==> src/rtl/pic_writer_if.sv <==
// rtl/pic_writer_if.sv - frame-buffer write bus between pic_writer and a 64x64 RGB444 buffer
// Signals:
//   wr_en    : write request, held until accepted
//   wr_addr  : 12-bit pixel address (y*64 + x)
//   wr_data  : 12-bit RGB444 pixel
//   wr_ready : buffer accepts the pending write on this cycle
// Modports: master (pixel source), slave (frame buffer).
interface pic_writer_if;
    logic        wr_en;
    logic [11:0] wr_addr;
    logic [11:0] wr_data;
    logic        wr_ready;

    modport master (output wr_en, wr_addr, wr_data, input  wr_ready);
    modport slave  (input  wr_en, wr_addr, wr_data, output wr_ready);
endinterface

==> src/rtl/pic_writer.sv <==
// rtl/pic_writer.sv - draws a square test pattern into a 64x64 RGB444 frame buffer
// Ports:
//   clk            : single clock, rising edge
//   reset          : synchronous active-high reset
//   Control_CS     : controller state (0 INITIAL, 1 PIC_DRAW, 2 CR_DRAW)
//   i_mode_start   : picture-size code, 1..4 selects side 8/16/32/64
//   wr             : frame-buffer write bus (master side)
//   PIC_Write_Done : one-cycle pulse after the last pattern pixel is accepted
//   busy           : high whenever the writer is not idle
// Build option: PIC_CLEAR_EN - clear all 4096 pixels to 0 before drawing.
module pic_writer (
    input  logic          clk,
    input  logic          reset,
    input  logic [1:0]    Control_CS,
    input  logic [2:0]    i_mode_start,
    pic_writer_if.master  wr,
    output logic          PIC_Write_Done,
    output logic          busy
);

    typedef enum logic [2:0] {
        IDLE,
`ifdef PIC_CLEAR_EN
        CLEAR,
`endif
        DRAW,
        DONE,
        HOLD
    } state_t;

    state_t     state;
    logic [6:0] side;
    logic [5:0] x;
    logic [5:0] y;

    logic       cs_draw;
    logic       start_ok;
    logic       x_last;
    logic       y_last;
    logic [5:0] nx;
    logic [5:0] ny;

    assign cs_draw  = (Control_CS == 2'd1);
    assign start_ok = cs_draw && (i_mode_start >= 3'd1) && (i_mode_start <= 3'd4);

    // Coordinates of the pixel that follows the one currently on the bus.
    assign x_last = ({1'b0, x} == side - 7'd1);
    assign y_last = ({1'b0, y} == side - 7'd1);
    assign nx     = x_last ? 6'd0 : x + 6'd1;
    assign ny     = x_last ? y + 6'd1 : y;

    always_ff @(posedge clk) begin
        if (reset) begin
            state          <= IDLE;
            side           <= 7'd0;
            x              <= 6'd0;
            y              <= 6'd0;
            wr.wr_en       <= 1'b0;
            wr.wr_addr     <= 12'd0;
            wr.wr_data     <= 12'd0;
            PIC_Write_Done <= 1'b0;
            busy           <= 1'b0;
        end else begin
            case (state)
                IDLE: begin
                    PIC_Write_Done <= 1'b0;
                    if (start_ok) begin
                        side       <= 7'd4 << i_mode_start;
                        x          <= 6'd0;
                        y          <= 6'd0;
                        wr.wr_en   <= 1'b1;
                        wr.wr_addr <= 12'd0;
                        wr.wr_data <= 12'd0;
                        busy       <= 1'b1;
`ifdef PIC_CLEAR_EN
                        state      <= CLEAR;
`else
                        state      <= DRAW;
`endif
                    end
                end
`ifdef PIC_CLEAR_EN
                CLEAR: begin
                    // wr_addr doubles as the clear counter; wr_data stays 0 throughout.
                    if (!cs_draw) begin
                        state    <= IDLE;
                        wr.wr_en <= 1'b0;
                        busy     <= 1'b0;
                    end else if (wr.wr_ready) begin
                        if (wr.wr_addr == 12'hFFF) begin
                            state      <= DRAW;
                            wr.wr_addr <= 12'd0;
                        end else begin
                            wr.wr_addr <= wr.wr_addr + 12'd1;
                        end
                    end
                end
`endif
                DRAW: begin
                    if (!cs_draw) begin
                        state    <= IDLE;
                        wr.wr_en <= 1'b0;
                        busy     <= 1'b0;
                    end else if (wr.wr_ready) begin
                        if (x_last && y_last) begin
                            state          <= DONE;
                            wr.wr_en       <= 1'b0;
                            PIC_Write_Done <= 1'b1;
                        end else begin
                            x          <= nx;
                            y          <= ny;
                            wr.wr_addr <= {ny, nx};
                            wr.wr_data <= {nx[3:0], ny[3:0], nx[3:0] ^ ny[3:0]};
                        end
                    end
                end
                DONE: begin
                    PIC_Write_Done <= 1'b0;
                    state          <= HOLD;
                end
                HOLD: begin
                    // Stay here for the rest of this PIC_DRAW phase so it draws only once.
                    if (!cs_draw) begin
                        state <= IDLE;
                        busy  <= 1'b0;
                    end
                end
                default: begin
                    state          <= IDLE;
                    wr.wr_en       <= 1'b0;
                    PIC_Write_Done <= 1'b0;
                    busy           <= 1'b0;
                end
            endcase
        end
    end

endmodule

==> src/flat_wrapper.sv <==
// flat-port wrapper written by rule: the top's interface ports become plain ports
module pic_writer_flat 
  (clk, reset, Control_CS, i_mode_start, PIC_Write_Done, busy, wr_wr_en, wr_wr_addr, wr_wr_data, wr_wr_ready);
  pic_writer_if wr_i ();
  input  logic clk;
  input  logic reset;
  input  logic [1:0] Control_CS;
  input  logic [2:0] i_mode_start;
  output logic PIC_Write_Done;
  output logic busy;
  output wire logic [$bits(wr_i.wr_en)-1:0] wr_wr_en;
  output wire logic [$bits(wr_i.wr_addr)-1:0] wr_wr_addr;
  output wire logic [$bits(wr_i.wr_data)-1:0] wr_wr_data;
  input wire logic [$bits(wr_i.wr_ready)-1:0] wr_wr_ready;
  assign wr_wr_en = wr_i.wr_en;
  assign wr_wr_addr = wr_i.wr_addr;
  assign wr_wr_data = wr_i.wr_data;
  assign wr_i.wr_ready = wr_wr_ready;
  pic_writer u_core (.clk(clk), .reset(reset), .Control_CS(Control_CS), .i_mode_start(i_mode_start), .wr(wr_i), .PIC_Write_Done(PIC_Write_Done), .busy(busy));
endmodule
==> config.mk <==
export PLATFORM = sky130hd
export DESIGN_NAME = pic_writer_flat
export DESIGN_NICKNAME = d
export VERILOG_FILES = /design/src/rtl/pic_writer_if.sv /design/src/rtl/pic_writer.sv /design/src/flat_wrapper.sv
export SDC_FILE = /design/constraint.sdc
export NUM_CORES = 1
export LEC_CHECK = 0
export BUFFER_PORTS_ARGS = -buffer_cell sky130_fd_sc_hd__buf_2
export CORE_MARGIN = 4
export CORE_UTILIZATION = 37
export CTS_CLUSTER_DIAMETER = 50
export DETAILED_ROUTE_END_ITERATION = 10
export HOLD_SLACK_MARGIN = 0.03
export PLACE_DENSITY = 0.58
export SETUP_SLACK_MARGIN = 0.4
export SYNTH_ARGS = -nofsm -noshare
export SYNTH_HDL_FRONTEND = slang
export SYNTH_SLANG_ARGS = --single-unit
==> constraint.sdc <==
create_clock -name clk -period 5.24 [get_ports clk]
set_clock_uncertainty 0.15 [all_clocks]
set_input_delay 0.524 -clock clk [delete_from_list [all_inputs] [get_ports clk]]
set_output_delay 0.524 -clock clk [all_outputs]
set_load 0.02 [all_outputs]
======== Word-level counts from Yosys, hierarchy flattened ========
Index checks and enable logic that the tools add are counted.
storage, ports and cells
  flip-flop bits (word level) ............. 49
  output and inout port bits .............. 27
operators by class
  $add $sub $neg .......................... 3
  magnitude comparators ................... 2
  equality and inequality tests ........... 15
  shifts and indexed selects .............. 1
  mux-type cells .......................... 37
  bitwise gates (word level) .............. 4
  reductions and logical operators ........ 13
operator list
  cell                   number
  $mux W12               7
  $mux W6                9
  $pmux W12 S2           2
  $pmux W6 S2            2
  $mux W3                5
  $eq A6 B7 Y1           2
  $add A6 B1 Y6 const B  2
  $pmux W3 S4            1
  $reduce_and A4 Y1      3
  $mux W1                8
  $ne A2 B2 Y1 const B   4
  $shl A3 B3 Y7 const A  1
  $sub A7 B1 Y7 const B  1
  $eq A3 B2 Y1 const B   2
  $ne A2 B1 Y1 const B   3
  $ne A3 B3 Y1 const B   2
  $pmux W1 S3            2
  $reduce_and A5 Y1      1
  $reduce_or A2 Y1       2
  $xor A4 B4 Y4          1
  $eq A3 B1 Y1 const B   1
  $ge A3 B1 Y1 const B   1
  $le A3 B3 Y1 const B   1
  $logic_and A1 B1 Y1    3
  other kinds (7)        9

======== Logic depth before layout (Yosys ltp) ========
Gate-level depths: netlist of the first run.
  depth after elaboration ................. 8
  depth in mapped cells ................... 9

======== Worst setup path before layout of the first run ========
OpenSTA, ideal clock, no wires.
  path type ............................... reg-to-reg
  start ................................... register u_core.side[2]
  end ..................................... register u_core.y[3]
  library setup time ...................... 0.120 ns
  data arrival time ....................... 2.095 ns
  required time ........................... 4.970 ns
  setup slack ............................. 2.876 ns
  cell stages (with the launch flop) ...... 9
  buffers on the path ..................... 0
  period minus slack after synthesis ...... 2.364 ns
  path through ............................ dfxtp_1 -> inv_1 -> ha_1 -> nor3b_1 -> xor2_1 -> nor4_4 -> a311oi_1 -> and3_1 -> a211o_1
between the ends
  word-level cells in the longest chain between the ends .. 7
ends and longest elaborated chain
  element                 line                                source
  from (decl)             pic_writer.sv:32                    logic [6:0] side;
  from (signal assigned)  pic_writer.sv:68                    side <= 7'd4 << i_mode_start;
  $sub A7 B1 Y7 *         pic_writer.sv:47, pic_writer.sv:48
  $eq A6 B7 Y1            pic_writer.sv:47                    assign x_last = ({1'b0, x} == side - 7'd1);
  $mux W6                 pic_writer.sv:50                    assign ny = x_last ? y + 6'd1 : y;
  $mux W6                 pic_writer.sv:105                   if (x_last && y_last) begin
  $mux W6                 pic_writer.sv:104                   end else if (wr.wr_ready) begin
  $mux W6                 pic_writer.sv:100                   if (!cs_draw) begin
  $pmux W6 S2             pic_writer.sv:64                    case (state)
  to (signal assigned)    pic_writer.sv:111                   y <= ny;
  to (decl)               pic_writer.sv:34                    logic [5:0] y;
Every way passes the cells marked *; elsewhere a longest branch is shown, timed or not. The select of a mux whose other input is x is not followed.
A chain may end at the register's enable or synchronous reset.

======== Final worst setup path of the first run ========
  start ................................... register u_core.side[2]
  end ..................................... register u_core.wr.wr_data[3]
between the ends
  word-level cells in the longest chain between the ends .. 8
ends and longest elaborated chain
  element                     line                                source
  $sub A7 B1 Y7 *             pic_writer.sv:47, pic_writer.sv:48
  $eq A6 B7 Y1                pic_writer.sv:47
  $mux W6 (on tied branches)  pic_writer.sv:49, pic_writer.sv:50
  $xor A4 B4 Y4               pic_writer.sv:113                   wr.wr_data <= {nx[3:0], ny[3:0], nx[3:0] ^ ny[3:0]};
  $mux W12                    pic_writer.sv:105
  $mux W12                    pic_writer.sv:104
  $mux W12                    pic_writer.sv:100
  $pmux W12 S2                pic_writer.sv:64
  to (signal assigned)        pic_writer.sv:113
  to (decl)                   pic_writer_if.sv:14                 modport master (output wr_en, wr_addr, wr_data, input wr_ready);
Marked as above.

==> run_results.csv, run 1 <==
group,metric,value,unit
placement,place_area,0.00176,mm²
final_layout,drive_gt1_frac,0.177,
power,total_leakage_power,0.000775,µW
critical_path,r2r_end,"u_core.wr.wr_data[3]",
drt,drt-vias-per-instance,5.32,
timing,tightest_slew,0.912,ns
critical_path,rrSetupSlack,2.10,ns
final_layout,regArea,520,µm²
yosys,synth.largest_area_cell,"dfxtp_1",
clock_tree,htreeDepth,1,
status,status,"complete, no violations",
run,drv_cap,0,
floorplan,core,0.00414,mm²
critical_path,start_kind,"flip-flop",
floorplan,die_h,74.5,µm
critical_path,worst_ep_required_time,5.31,ns
timing,setup_viol,0,
yosys,postSynthCellCount,200,
critical_path,cp.arrival,3.21,ns
critical_path,cp_cell_sequence,"inv_1 -> ha_1 -> nor3b_1 -> xor2_1 -> nor4_4 -> a41o_1 -> nor2b_1 -> a22o_1",
timing,report.final.slew_viol_count,0,
yosys,ys.warnings.count,0,
yosys,syn_area_per_cell,8.17,µm²
yosys,yosys-top-cells-area,"dfxtp_1 (32%), xnor2_1 (4.8%), a21oi_1 (4.6%)",
placement,place.gp.congestion,0.803,
yosys,ys_seq_area_frac,0.319,
floorplan,ios,35,
critical_path,crit_buf_inv,1,
clock_tree,cts_tree,"built",
placement,place.detailed.hpwl,2790,µm
clock_tree,clock-root-buffer,"clkbuf_8",
yosys,synth_seq_cells,26,
drt,drt_first_pass_iters,4,
timing,rsz0062_at_grt,"no",
final_layout,utilization,0.435,
critical_path,rr_worst_depth,8,
critical_path,cp_slowest_cell,"nor4_4",
yosys,yosys.area.top_type_share,0.319,
drt,ant_nets,0,
timing,setup_tns,0,ns
clock_tree,post_cts.repair.setup_buffers,0,
clock_tree,clkSlewWorstSetupHoldPaths,0.09,ns
power,power,353,µW
global_route,grt_max_degree,22,
drt,drt_first_iter_violations,72,
final_layout,final_common_cell,"buf_2",
global_route,first_global_vias,1253,
worst_hold_path,hold_path_depth,2,
floorplan,initial_core_util,0.394,
timing,slew_headroom,0.387,
timing,fmax,319,MHz
critical_path,worst_setup_path_end_kind,"flip-flop",
global_route,grt_first_pass_wirelength,6070,µm
worst_hold_path,hp-class,"reg -> reg",
critical_path,max_stage_delay,0.84,ns
yosys,synth.distinct_cells,44,
power,ir_drop,0.000104,V
timing,fin_crit_sh,0.599,
clock_tree,cts_buffers,3,
drt,num_vias,1436,
floorplan,fp.dieW,74.5,µm
timing,hold_viol_final,0,
worst_hold_path,worstHoldStart,"u_core.busy",
yosys,syn-cell-area,0.00163,mm²
floorplan,rows,23,
worst_hold_path,holdPathEnd,"u_core.busy",
drt,drc_errors,0,
drt,post_drt_wl_per_cell,13.9,µm
drt,wirelength,3760,µm
clock_tree,clk_path_buf_depth,2,
global_route,grt_overflow,0,
placement,port_buffers,34,
power,powerDensity,196,mW/mm²
clock_tree,cts_repair_resize_count,0,
final_layout,final_cell_mix,"buf_2 (34), dfxtp_1 (26), nor2_1 (17)",
critical_path,cp_max_fo,18,
clock_tree,insertion_delay,0.27,ns
final_layout,multiInputGateArea,987,µm²
floorplan,dieArea,0.00554,mm²
final_layout,design_area,0.00180,mm²
final_layout,syn_to_final_growth,10.4,%
global_route,gr-usage-all-layers,0.138,
final_layout,nets,233,
yosys,synth_nets,211,
clock_tree,cts.sinks,26,
timing,fin_crit,3.14,ns
critical_path,critical_path_class,"reg -> reg",
critical_path,crit_family,"simple AND/OR/NAND/NOR gates",
global_route,antenna_found_initial,0,
critical_path,r2r_start,"u_core.side[2]",
clock_tree,holdBufCountCts,0,
placement,pre_cts_slack,2.12,ns
final_layout,antenna_cells,0,
timing,worst_slack,2.10,ns
final_layout,fillCellCount,450,
-- flip-flops by register name, indices dropped and copies added (netlist names) --
register and count:
u_core.PIC_Write_Done 1, u_core.side 5, u_core.busy 1, u_core.wr.wr_addr 1
u_core.wr.wr_en 1, u_core.wr.wr_data 4, u_core.state 2, u_core.x 5
u_core.y 6
-- area by class of cell --
cell class	count	area share
Multi-Input combinational cell	151	0.547
Clock buffer	3	0.0229
Tap cell	50	0.0347
Sequential cell	26	0.288
Timing Repair Buffer	34	0.0943
Inverter	6	0.0125
-- worst min-delay path: stages, from the launching register on --
cell     delay, ns
dfxtp_1       0.31
nand2_1       0.05
a21oi_1       0.05
-- where the power goes --
group	switching, µW	leakage, µW	internal, µW
clock network	61.5	0.0000216	51.5
logic	23.5	0.000544	12.9
registers	3.54	0.000210	200
total	88.6	0.000775	265
-- cell families after synthesis --
| logic type | after synthesis | synth area share |
|---|---|---|
| muxes | 4 | 0.0245 |
| buffers and inverters | 23 | 0.0773 |
| adders and majority gates | 3 | 0.0230 |
| xor gates and xnor gates | 17 | 0.0911 |
| DFF | 26 | 0.319 |
| and+or+nand+nor | 81 | 0.273 |
| AOI/OAI and AO/OA | 46 | 0.192 |
-- synthesized netlist by cell type, drive strengths merged --
| cell type | count |
|---|---|
| a41oi | 1 |
| xor2 | 8 |
| o211ai | 2 |
| a22o | 3 |
| o211a | 2 |
| nand3b | 3 |
| a21oi | 15 |
| dfxtp | 26 |
| a211o | 1 |
| o21bai | 1 |
| buf | 10 |
| o41ai | 1 |
| nor4b | 3 |
| and3 | 7 |
| o21a | 2 |
| mux2i | 4 |
| a211oi | 2 |
| o2111ai | 1 |
| nor4 | 1 |
| a31oi | 2 |
| nand4 | 4 |
| ha | 3 |
| nand3 | 8 |
| nand2 | 14 |
| and2 | 2 |
| a41o | 1 |
| a21o | 2 |
| nand4b | 2 |
| nor3 | 7 |
| o31ai | 1 |
| o21ai | 7 |
| inv | 6 |
| nand2b | 4 |
| xnor2 | 9 |
| nor2 | 17 |
| or3 | 2 |
| a311oi | 2 |
| clkbuf | 7 |
| nor3b | 4 |
| nor2b | 3 |
-- through the flow --
stage                     hold slack (ns)  std cells
final                               0.305        270
after global routing                0.338        270
after CTS                           0.311        270
after detailed placement            0.297        267
after global placement              0.295        267
after floorplan                     0.332        200
-- routing by layer --
metal / up-vias / GRT usage / share of wire
met2: 30 / 0.220 / 0.44
met1: 647 / 0.195 / 0.51
li1: 757 / - / -
met3: 2 / 0.0284 / 0.043
met4: 0 / 0.0237 / 0.0059
met5: - / 0 / 0
-- worst max path at each step --
| stage | startpoint | endpoint | slack [ns] | cells past startpoint |
|---|---|---|---|---|
| final | u_core.side[2] | u_core.wr.wr_data[3] | 2.10 | 8 |
| after global routing | u_core.side[2] | u_core.wr.wr_data[3] | 1.83 | 8 |
| after CTS | u_core.side[2] | u_core.wr.wr_data[3] | 2.10 | 8 |
| after detailed placement | u_core.side[2] | u_core.wr.wr_data[3] | 2.12 | 8 |
| after global placement | u_core.side[2] | u_core.wr.wr_data[0] | 2.25 | 8 |
| after floorplan | u_core.side[2] | u_core.y[3] | 2.88 | 8 |
(Power assumes the default switching activity.)
==> run 2: changes to the inputs <==
- ABC_AREA: not set -> 1
- PLACE_DENSITY: 0.58 -> 0.57
- clock period: 5.24 -> 3 ns (I/O delays scaled with it)
==> run_results.csv, run 2 <==
group,metric,value,unit
status,status,"complete, no violations",
clock_tree,cts_repair_resize_count,0,
yosys,postSynthCellCount,278,
critical_path,crit_buf_inv,2,
timing,setup_tns,0,ns
critical_path,worst_ep_required_time,3.06,ns
floorplan,die_h,77.6,µm
final_layout,largest_reg_flops,6,
yosys,synth_seq_cells,26,
clock_tree,cts_buffers,3,
critical_path,cp.arrival,2.41,ns
drt,drc_errors,0,
timing,setup_viol,0,
worst_hold_path,holdPathEnd,"u_core.side[6]",
drt,num_vias,1743,
timing,fin_crit,2.36,ns
critical_path,rrSetupSlack,0.64,ns
yosys,synthArstFlopShare,0,
floorplan,initial_core_util,0.382,
timing,holdWs,0.169,ns
power,p_comb_frac,0.322,
timing,fmax,424,MHz
floorplan,rows,25,
global_route,gr-usage-all-layers,0.151,
worst_hold_path,hold_path_depth,3,
yosys,yosys-top-cells-area,"dfxtp_1 (29%), nand2_1 (17%), nand3_1 (13%)",
clock_tree,clkSlewWorstSetupHoldPaths,0.09,ns
critical_path,r2r_end,"u_core.x[1]",
critical_path,crit_family,"simple AND/OR/NAND/NOR gates",
worst_hold_path,worstHoldStart,"i_mode_start[2]",
final_layout,utilization,0.423,
critical_path,critical_path_class,"reg -> reg",
placement,place.gp.congestion,0.870,
floorplan,fp.dieW,77.6,µm
final_layout,nets,315,
timing,fin_crit_sh,0.786,
critical_path,rr_worst_depth,14,
drt,wirelength,4340,µm
drt,drt_first_pass_iters,4,
yosys,synth_edf_count,0,
global_route,antenna_found_initial,0,
power,ir_drop,0.000265,V
yosys,syn_area_per_cell,6.45,µm²
timing,slew_headroom,0.667,
drt,drt-vias-per-instance,4.90,
clock_tree,post_cts.repair.setup_buffers,0,
clock_tree,clock-root-buffer,"clkbuf_8",
final_layout,fillCellCount,499,
yosys,synth-main-ff-cell,"dfxtp_1",
yosys,ys.warnings.count,0,
clock_tree,htreeDepth,1,
final_layout,final_common_cell,"nand2_1",
drt,drt_first_iter_violations,95,
run,drv_cap,0,
critical_path,worst_setup_path_end_kind,"flip-flop",
power,pwr-share-clk,0.227,
clock_tree,insertion_delay,0.27,ns
yosys,synth.largest_area_cell,"dfxtp_1",
final_layout,reg_top3,"u_core.y (6), u_core.side (5), u_core.x (5)",
yosys,ys_seq_area_frac,0.291,
critical_path,r2r_start,"u_core.side[2]",
floorplan,dieArea,0.00602,mm²
clock_tree,cts.sinks,26,
worst_hold_path,hp-class,"in -> reg",
timing,tightest_slew,0.499,ns
drt,post_drt_wl_per_cell,12.2,µm
global_route,grt_max_degree,22,
power,power.switching,333,µW
yosys,yosys.cell_count.top_type,"nand2_1",
placement,port_buffers,34,
final_layout,drive_gt1_frac,0.199,
power,total_leakage_power,0.000991,µW
power,p_int,545,µW
yosys,synth.distinct_cells,24,
yosys,synth_nets,289,
global_route,grt_first_pass_wirelength,7510,µm
power,sw_frac_of_total,0.380,
clock_tree,cts_tree,"built",
placement,place.detailed.hpwl,3410,µm
global_route,first_global_vias,1664,
critical_path,max_stage_delay,0.39,ns
timing,rsz0062_at_grt,"no",
floorplan,ios,35,
final_layout,antenna_cells,0,
critical_path,cp_slowest_cell,"dfxtp_1",
critical_path,path_common_cell,"nand2_1",
yosys,yosys.area.top_type_share,0.291,
final_layout,final_cell_mix,"nand2_1 (79), nand3_1 (45), buf_2 (34)",
floorplan,core,0.00469,mm²
power,powerDensity,442,mW/mm²
timing,report.final.slew_viol_count,0,
global_route,grt_overflow,0,
final_layout,syn_to_final_growth,10.8,%
critical_path,start_kind,"flip-flop",
timing,hold_viol_final,0,
final_layout,regMostFlops,"u_core.y",
drt,ant_nets,0,
power,power.share.sequential,0.451,
clock_tree,holdBufCountCts,0,
yosys,syn-cell-area,0.00179,mm²
critical_path,cp_cell_sequence,"inv_2 -> ha_1 -> inv_1 -> nand2_1 -> nand2_1 -> nor2_2 -> nand2_1 -> nor2_4 -> nand2_4 -> nor2_8 -> nand2_4 -> nand2_4 -> nand2_1 -> a21oi_1",
clock_tree,clk_path_buf_depth,2,
critical_path,cp_max_fo,14,
yosys,synth_common_cells,"nand2_1 (79), nand3_1 (45), inv_1 (31)",
## run 2: cell count changes in the layout (fill, tap and decap cells not counted), sizes merged, moves of 7 or more
cell	before	now
a21oi	15	22
xnor2	9	0
inv	6	33
nand3	8	45
and3	7	0
nand2	14	84
## run 2: cell families after synthesis
| logic type | Yosys count | share of synthesized area |
|---|---|---|
| adder cells (fa/ha/maj) | 3 | 0.0210 |
| buffers and inverters | 47 | 0.122 |
| XOR/XNOR | 8 | 0.0391 |
| AO/OA/AOI/OAI | 29 | 0.103 |
| flip-flops | 26 | 0.291 |
| AND/OR/NAND/NOR | 165 | 0.425 |
## run 2: worst max path at each step
stage	from	end	slack [ns]	depth (start not counted)
finish	u_core.side[2]	u_core.x[1]	0.64	14
global placement	u_core.side[2]	u_core.x[1]	0.70	14
global route	u_core.side[2]	u_core.wr.wr_data[1]	0.46	14
floorplan	u_core.side[2]	u_core.y[0]	0.89	15
CTS	u_core.side[2]	u_core.x[1]	0.63	14
detailed placement	u_core.side[2]	u_core.x[1]	0.67	14
## run 2: layout make-up
cell class	instances	area, µm²	share of cell area
Timing Repair Buffer	35	178	0.0895
Multi-Input combinational cell	205	1050	0.531
Sequential cell	26	520	0.262
Inverter	33	124	0.0624
Clock buffer	3	41.3	0.0208
Tap cell	54	67.6	0.0340
## run 2: routing by layer
layer  track usage  up-vias  routed length [µm]
li1              -      936                   -
met1         0.199      764                2170
met2         0.255       36                1920
met3        0.0186        7                 169
met4        0.0498        0                  80
met5             0        -                   0
## run 2: through the flow
| step | cells | setup WS [ns] | cell area [µm²] | total power, µW |
|---|---|---|---|---|
| 2_1_floorplan | 278 | 0.894 | 1790 | 630 |
| 3_3_place_gp | 353 | 0.697 | 1940 | 693 |
| 3_5_place_dp | 353 | 0.667 | 1940 | 691 |
| 4_1_cts | 356 | 0.632 | 1980 | 891 |
| 5_1_grt | 356 | 0.462 | 1980 | 947 |
| 6_report | 356 | 0.641 | 1980 | 878 |
## run 2: worst register-to-register path, delay by kind of cell (launching register included)
family,cells,cell delay [ns]
AOI/OAI and AO/OA,1,0.14
adders and majority gates,1,0.34
buffers and inverters,2,0.14
DFF,1,0.39
and+or+nand+nor,10,1.12
## run 2: power groups by stage
stage               Combinational [µW]  Clock [µW]  Sequential [µW]
finish                             283         199              396
global route                       325         220              402
CTS                                287         208              396
detailed placement                 286           0              405
global placement                   288           0              405
floorplan                          222           0              408
==> run 3: changes to the inputs <==
- ABC_AREA: 1 -> 0
- PLACE_DENSITY: 0.57 -> 0.58
- clock period: 3 -> 2.47 ns (I/O delays scaled with it)
==> run_results.csv, run 3 (synthesized netlist as in run 1, its figures left out) <==
group,metric,value,unit
clock_tree,holdBufCountCts,0,
final_layout,final_cell_mix,"buf_2 (34), dfxtp_1 (24), buf_4 (19)",
critical_path,cp_cell_sequence,"inv_4 -> ha_4 -> xor2_1 -> nand3_1 -> nor4_4 -> buf_12 -> a311oi_2 -> and3_1 -> a211o_1",
drt,post_drt_wl_per_cell,14.8,µm
floorplan,initial_core_util,0.394,
critical_path,cp_slowest_cell,"dfxtp_4",
critical_path,rrSetupSlack,0.20,ns
final_layout,regArea,526,µm²
floorplan,core,0.00414,mm²
final_layout,syn_to_final_growth,29.5,%
placement,place.gp.congestion,0.796,
power,powerDensity,422,mW/mm²
final_layout,multiInputGateArea,0.00110,mm²
critical_path,start_kind,"flip-flop",
timing,fmax,440,MHz
clock_tree,htreeDepth,1,
drt,drt-vias-per-instance,5.29,
final_layout,drive_gt1_frac,0.332,
critical_path,critical_path_class,"reg -> reg",
timing,rsz0062_at_grt,"yes",
clock_tree,insertion_delay,0.28,ns
drt,drt_first_iter_violations,97,
worst_hold_path,hold_path_depth,3,
drt,drc_errors,0,
critical_path,cp_max_fo,11,
critical_path,worst_ep_required_time,2.50,ns
floorplan,ios,35,
clock_tree,cts_tree,"built",
global_route,gr-usage-all-layers,0.173,
power,total_leakage_power,0.000929,µW
timing,hold_viol_final,0,
global_route,grt_overflow,0,
critical_path,worst_setup_path_end_kind,"flip-flop",
worst_hold_path,hp-class,"in -> reg",
clock_tree,cts_buffers,3,
critical_path,max_stage_delay,0.38,ns
timing,holdWs,0.137,ns
final_layout,nets,253,
critical_path,crit_buf_inv,2,
clock_tree,clock-root-buffer,"clkbuf_8",
clock_tree,cts.sinks,26,
power,power,892,µW
critical_path,crit_family,"simple AND/OR/NAND/NOR gates",
drt,wirelength,4320,µm
global_route,first_global_vias,1521,
global_route,grt_max_degree,22,
placement,place_area,0.00190,mm²
placement,port_buffers,34,
final_layout,antenna_cells,0,
timing,setup_tns,0,ns
status,status,"complete, no violations",
run,drv_cap,0,
critical_path,r2r_start,"u_core.side[2]",
critical_path,rr_worst_depth,9,
floorplan,dieArea,0.00554,mm²
global_route,grt_first_pass_wirelength,7460,µm
final_layout,fillCellCount,420,
timing,fin_crit_sh,0.920,
timing,fin_crit,2.27,ns
critical_path,r2r_end,"u_core.y[3]",
floorplan,fp.dieW,74.5,µm
clock_tree,clk_path_buf_depth,2,
final_layout,design_area,0.00212,mm²
worst_hold_path,worstHoldStart,"i_mode_start[0]",
critical_path,cp.arrival,2.30,ns
timing,setup_viol,0,
final_layout,final_common_cell,"buf_2",
clock_tree,clkSlewWorstSetupHoldPaths,0.10,ns
final_layout,reg_top3,"u_core.y (6), u_core.side (5), u_core.x (5)",
final_layout,utilization,0.511,
drt,ant_nets,0,
final_layout,regMostFlops,"u_core.y",
timing,slew_headroom,0.609,
drt,num_vias,1539,
floorplan,die_h,74.5,µm
drt,drt_first_pass_iters,4,
timing,report.final.slew_viol_count,0,
floorplan,rows,23,
worst_hold_path,holdPathEnd,"u_core.side[5]",
timing,tightest_slew,0.579,ns
final_layout,largest_reg_flops,6,
global_route,antenna_found_initial,0,
power,ir_drop,0.000200,V
placement,place.detailed.hpwl,3080,µm
run 3: changes by cell type in the layout (fill, tap and decap cells not counted), sizes merged, moves of 6 or more:
cell   delta
xnor2     +9
inv      -27
a21oi     -7
nor2      -6
buf      +19
nand2    -70
nand3    -37
and3      +7
run 3: area by class of cell:
type                            instances  share of cell area
Clock buffer                            3              0.0195
Clock inverter                          1              0.0142
Inverter                                6              0.0118
Multi-Input combinational cell        151               0.519
Sequential cell                        26               0.248
Tap cell                               50              0.0296
Timing Repair Buffer                   54               0.157
run 3: per-stage QoR:
stage,cells,setup WS (ns)
2_1_floorplan,200,0.220
3_3_place_gp,279,0.103
3_5_place_dp,279,0.0206
4_1_cts,291,0.257
5_1_grt,291,0.0991
6_report,291,0.198
run 3: repair_timing:
item | 4_1_cts | 5_1_grt
cloned | 0 | 0
setup buffers | 8 | 0
resized for setup | 13 | 5
setup endpoints to repair | 20 | 20
pin swaps | 7 | 1
run 3: how the worst max path moves through the flow:
stage                   startpoint              endpoint  cells after the start
floorplan           u_core.side[2]           u_core.y[3]                      8
global placement    u_core.side[2]  u_core.wr.wr_data[0]                      9
detailed placement  u_core.side[2]  u_core.wr.wr_data[0]                      9
CTS                 u_core.side[2]           u_core.y[3]                      9
global route        u_core.side[2]           u_core.x[0]                     10
finish              u_core.side[2]           u_core.y[3]                      9
run 3: worst min-delay path: cells and delay by family:
| family | cells | cell delay, ns |
|---|---|---|
| compound gates | 1 | 0.06 |
| simple gates | 1 | 0.08 |
| buf+inv | 1 | 0.13 |
run 3: routing by layer:
metal	up-vias	GRT usage	wire (µm)
li1	795	-	-
met1	706	0.243	2030
met2	33	0.282	2060
met3	5	0.0203	183
met4	0	0.0415	44
met5	-	0	0
run 3: power breakdown:
part / switching [µW] / leakage, µW / internal [µW]
registers: 4.38 / 0.000211 / 424
logic: 60.6 / 0.000682 / 42.0
clock network: 144 / 0.0000357 / 217
total: 209 / 0.000929 / 683
